===== src/rtl/garage_input_conditioner.sv =====
// garage_input_conditioner
// Synchronises and debounces the wall button and both door limit switches,
// and turns each accepted button press into a single-cycle Activate pulse
// followed by a hold-off window. A press is discarded while both limit
// switches read active, since that can only be a wiring fault.
//
// Channel packing used throughout: bit 0 = button, bit 1 = top limit,
// bit 2 = bottom limit.
module garage_input_conditioner #(
  parameter int DEB_CYCLES     = 16,
  parameter int HOLDOFF_CYCLES = 64
) (
  input  logic CLK,
  input  logic RST,
  input  logic BTN_RAW,
  input  logic UP_SW_RAW,
  input  logic DN_SW_RAW,
  output logic Activate,
  output logic Up_MAX,
  output logic Dn_MAX,
  output logic SW_FAULT
);

  localparam int DW = $clog2(DEB_CYCLES);
  localparam int HW = (HOLDOFF_CYCLES > 1) ? $clog2(HOLDOFF_CYCLES) : 1;
  localparam logic [DW-1:0] DEB_LAST = DW'(DEB_CYCLES - 1);
  // Hold-off is left on the cycle the counter steps onto HOLDOFF_CYCLES-1,
  // so Activate rising edges are spaced HOLDOFF_CYCLES+1 cycles at best.
  localparam logic [HW-1:0] HOLD_EXIT =
    (HOLDOFF_CYCLES > 1) ? HW'(HOLDOFF_CYCLES - 2) : '0;

  typedef enum logic [1:0] {
    IDLE    = 2'd0,
    FIRE    = 2'd1,
    HOLDOFF = 2'd2
  } state_t;

  logic [2:0]          raw;
  logic [2:0]          s1_q, s1_d;
  logic [2:0]          s2_q, s2_d;
  logic [2:0]          stable_q, stable_d;
  logic [2:0][DW-1:0]  deb_cnt_q, deb_cnt_d;
  // Button stable level delayed by one cycle, used for edge detection.
  logic                btn_dly_q, btn_dly_d;

  state_t              state_q;
  logic [HW-1:0]       hold_cnt_q;
  logic                act_q;

  logic                rise;
  logic                fault;

  assign raw = {DN_SW_RAW, UP_SW_RAW, BTN_RAW};

  // Two-flop synchronisers and edge-detect delay.
  always_comb begin
    s1_d      = raw;
    s2_d      = s1_q;
    btn_dly_d = stable_q[0];
  end

  // Debounce: a new level is accepted only after DEB_CYCLES consecutive
  // synchronised samples differ from the current stable level.
  always_comb begin
    stable_d  = stable_q;
    deb_cnt_d = deb_cnt_q;
    for (int i = 0; i < 3; i++) begin
      if (s2_q[i] == stable_q[i]) begin
        deb_cnt_d[i] = '0;
      end else if (deb_cnt_q[i] == DEB_LAST) begin
        stable_d[i]  = s2_q[i];
        deb_cnt_d[i] = '0;
      end else begin
        deb_cnt_d[i] = deb_cnt_q[i] + DW'(1);
      end
    end
  end

  // Conditioning registers with asynchronous active-low clear.
  always_ff @(posedge CLK or negedge RST) begin
    if (!RST) begin
      s1_q      <= '0;
      s2_q      <= '0;
      stable_q  <= '0;
      deb_cnt_q <= '0;
      btn_dly_q <= 1'b0;
    end else begin
      s1_q      <= s1_d;
      s2_q      <= s2_d;
      stable_q  <= stable_d;
      deb_cnt_q <= deb_cnt_d;
      btn_dly_q <= btn_dly_d;
    end
  end

  assign rise  = stable_q[0] & ~btn_dly_q;
  assign fault = stable_q[1] & stable_q[2];

  // Press FSM: IDLE accepts a clean rise, FIRE lasts one cycle, HOLDOFF
  // swallows further rises (they are not queued). Activate mirrors FIRE.
  always_ff @(posedge CLK or negedge RST) begin
    if (!RST) begin
      state_q    <= IDLE;
      hold_cnt_q <= '0;
      act_q      <= 1'b0;
    end else begin
      act_q <= 1'b0;
      case (state_q)
        IDLE: begin
          if (rise && !fault) begin
            state_q <= FIRE;
            act_q   <= 1'b1;
          end
        end
        FIRE: begin
          state_q    <= HOLDOFF;
          hold_cnt_q <= '0;
        end
        HOLDOFF: begin
          hold_cnt_q <= hold_cnt_q + HW'(1);
          if (hold_cnt_q == HOLD_EXIT) begin
            state_q <= IDLE;
          end
        end
        default: begin
          state_q <= IDLE;
        end
      endcase
    end
  end

  assign Activate = act_q;
  assign Up_MAX   = stable_q[1];
  assign Dn_MAX   = stable_q[2];
  assign SW_FAULT = fault;

endmodule


===== config.mk =====
export PLATFORM = sky130hd
export DESIGN_NAME = garage_input_conditioner
export DESIGN_NICKNAME = d
export VERILOG_FILES = /design/src/rtl/garage_input_conditioner.sv
export SDC_FILE = /design/constraint.sdc
export NUM_CORES = 1
export LEC_CHECK = 0
export CAP_MARGIN = 25
export CORE_MARGIN = 2
export CORE_UTILIZATION = 45
export DETAILED_ROUTE_END_ITERATION = 10
export PLACE_DENSITY = 0.62
export SETUP_SLACK_MARGIN = 0.02
export SYNTH_ARGS = -nofsm -noshare
export SYNTH_HDL_FRONTEND = slang
export SYNTH_SLANG_ARGS = --single-unit

===== constraint.sdc =====
create_clock -name CLK -period 1.3 [get_ports CLK]
set_input_delay 0.195 -clock CLK [delete_from_list [all_inputs] [get_ports CLK]]
set_output_delay 0.195 -clock CLK [all_outputs]
set_load 0.01 [all_outputs]

==> results.md <==
- # hold bufs at CTS: 0
- Post-synth ARST share: 100.0%
- Sequential area share after synthesis: 57.57%
- Worst min-delay path category: in -> async
- Filler cells: 240
- Die height: approximately 59 um
- Clock power share: 36.1%
- Tmin final: 1.321 ns
- Int Power: 0.001372 W
- Crit path max fanout: 3
- WL/cell: 13.14 um
- Vias in the first global route: 1009
- Share of layout cells above drive strength 1: between 30% and 40%
- Layout area overhead: 29.06%
- Distinct cell type count after synthesis: 24
- Prevailing post-synth register cell: dfrtp_1
- Net Count, Synth: 127
- Num rows: 19
- Vias/cell: approximately 5.3
- Largest net degree at the start of global routing: 32
- Worst-case clock skew: 0.01258 ns
- Most frequent cells in the layout: 31 x dfrtp_1, 18 x buf_4, 8 x a21oi_1
- Sequential Power Share: around 58%
- Final Instance Area: 1739 sq um
- Leak Pwr: 0.8417 nW
- GRT overflow: 0
- P_sw: 0.0004046 W
- Final setup TNS: -0.02108 ns
- Clock transition at path regs: around 0.10 ns
- DR DRC count: 0
- Max-slew violations: 0
- Status: complete, but fails checks
- Mean Syn Cell Area: between 10 and 15 sq um
- Final hold vios: 0
- Port Buf Inserts: 8
- CP Capture Type: flop
- CP Data Required Time: 1.56 ns
- H-tree Lvls: 2
- Final period util: 101.6%
- Post-route ant nets: 0
- Starting density of the core: 48.04%
- Die ar.: around 3400 sq um
- DP Wirelength: 1.705 mm
- CTS tree: done
- Clock latency on the worst-skew pair: about 0.33 ns
- Maximum vdd drop: 0.6414 mV
- Switching Fraction: 22.78%
- Vias: 968
- Wirelength, routed: around 2.4 mm
- Failing checks: negative setup slack
- Clock tree buffer depth: 2
- Combinational Power Share: 6.3%
- Worst Max-Slew Pin Slew: ~0.31 ns
- Power per cell area: 1021 nW/um^2
- CP arrival: approximately 1.6 ns
- Worst setup SP type: flop
- F_max: roughly 760 MHz
- Diode count: 0
- Max-Cap Viols: 0
- # nets final: 162
- GRT Overall Usage: between 10% and 20%
- Final setup violation count: 1
- Global-route wire length before repair: just over 4 mm
- CORE AREA: 2805 sq um
- I/O Pins: 9
- Final Hold Slack: between 0.2 and 0.25 ns
- Clock Tree Root: clkbuf_4
- EDFF count, synth: 0
- Most common cell after layout, fill and taps aside: dfrtp_1
- Crit Path Class: reg -> reg
- Gp weighted congestion: between 0.8 and 0.9
- Slew HR: between 70% and 80%
- Number of buffers created by CTS: 5
- Setup repair after global routing missed its margin: yes
- DP Area: 1625 sq um
- Antenna violations before repair: 0
- Initial DRC count: 15
- Post-Syn Area: 1348 sq um
- Final WS setup: -0.02108 ns
- Drt first pass iters: 2
- Clock Sinks: 31
- #FFs+latches synth: 31
- Syn Inst Count: 114
- Ys Warns: 0
- Die W: around 60 um
## layout make-up
type / count / area (sq um) / area share [%]
flip-flops and latches: 31 / 775.7 / 44.60
repair buffers: 28 / 230.2 / 13.24
clock buffers: 8 / 68.82 / 3.957
well taps: 31 / 38.79 / 2.230
multi-input cells: 73 / 588.1 / 33.81
inverters: 10 / 37.54 / 2.158
## critical path, cell delays in order (launching register included)
cell and delay, ns:
dfrtp_1 0.38, inv_2 0.06, ha_4 0.28, nand4_4 0.10, or3_1 0.31, a21oi_1 0.13
## cells in the mapped netlist (4+ instances only)
cell type	number	area share, %
xnor2_1	6	3.9
inv_1	10	2.8
nand3_1	6	2.2
ha_1	8	7.4
o21ai_0	7	2.6
a21oi_1	8	3.0
dfrtp_1	31	58
nor2_1	5	1.4
nor2b_1	6	2.8
a211oi_1	4	2.2
## repair_timing
item | in CTS | in global routing
gates resized for setup | 18 | 7
pin swaps | 1 | 3
buffers inserted | 2 | 2
setup endpoints to repair | 8 | 10
## power groups by stage
stage / sequential [W] / clock [W] / combinational (W)
finish: 0.00102 / 0.000642 / 0.000112
CTS: 0.00102 / 0.000667 / 0.000108
detailed placement: 0.00104 / 0 / 0.000106
global route: 0.00103 / 0.000705 / 0.000130
floorplan: 0.00104 / 0 / 0.0000544
global placement: 0.00104 / 0 / 0.000102
## per-stage QoR
step | worst slack (ns) | util (%) | instances | power [W]
floorplan | -0.02295 | - | 114 | 0.001091
global placement | 0.01118 | 57.94 | 169 | 0.001143
detailed placement | -0.05216 | 57.94 | 169 | 0.001149
CTS | -0.03140 | 60.97 | 179 | 0.001799
global route | -0.07751 | 62.00 | 181 | 0.001862
finish | -0.02108 | 62.00 | 181 | 0.001776
## layer usage
layer / vias to the layer above / routed length (um) / GRT usage [%]
met2: 11 / 1255 / 29.37
met4: 0 / 47 / 9.091
met5: - / 0 / 0
li1: 470 / - / -
met1: 482 / 973 / 16.43
met3: 5 / 102 / 4.835
## flip-flops by register name (all words and copies together), names as in the netlist
name,count
s1_q,3
Activate,1
hold_cnt_q,6
s2_q,3
btn_dly_q,1
deb_cnt_q,12
stable_q,3
state_q,2
## kinds of logic after synthesis
logic type	after synthesis	share of synthesized area [%]
AOI/OAI and AO/OA	24	10.86
xor gates and xnor gates	7	4.550
adders and majority gates	8	7.428
buffers and inverters	10	2.786
DFF	31	57.57
muxes	4	3.250
and+or+nand+nor	30	13.56
## worst paths after layout
path / from / to / slack (ns) / cells past startpoint
worst max-delay path: state_q[1]$_DFFE_PN0P_ / hold_cnt_q[5]$_DFFE_PN0P_ / -0.02 / 5
worst min-delay path: RST / hold_cnt_q[2]$_DFFE_PN0P_ / 0.22 / 2
worst max register to register: state_q[1]$_DFFE_PN0P_ / hold_cnt_q[5]$_DFFE_PN0P_ / -0.02 / 5
worst min register to register: s1_q[0]$_DFF_PN0_ / s2_q[0]$_DFF_PN0_ / 0.35 / 0
max in group asynchronous: RST / deb_cnt_q[0]$_DFF_PN0_ / 0.91 / 2
min in group CLK: UP_SW_RAW / s1_q[1]$_DFF_PN0_ / 0.30 / 1
Power figures use the tool's default switching activity.
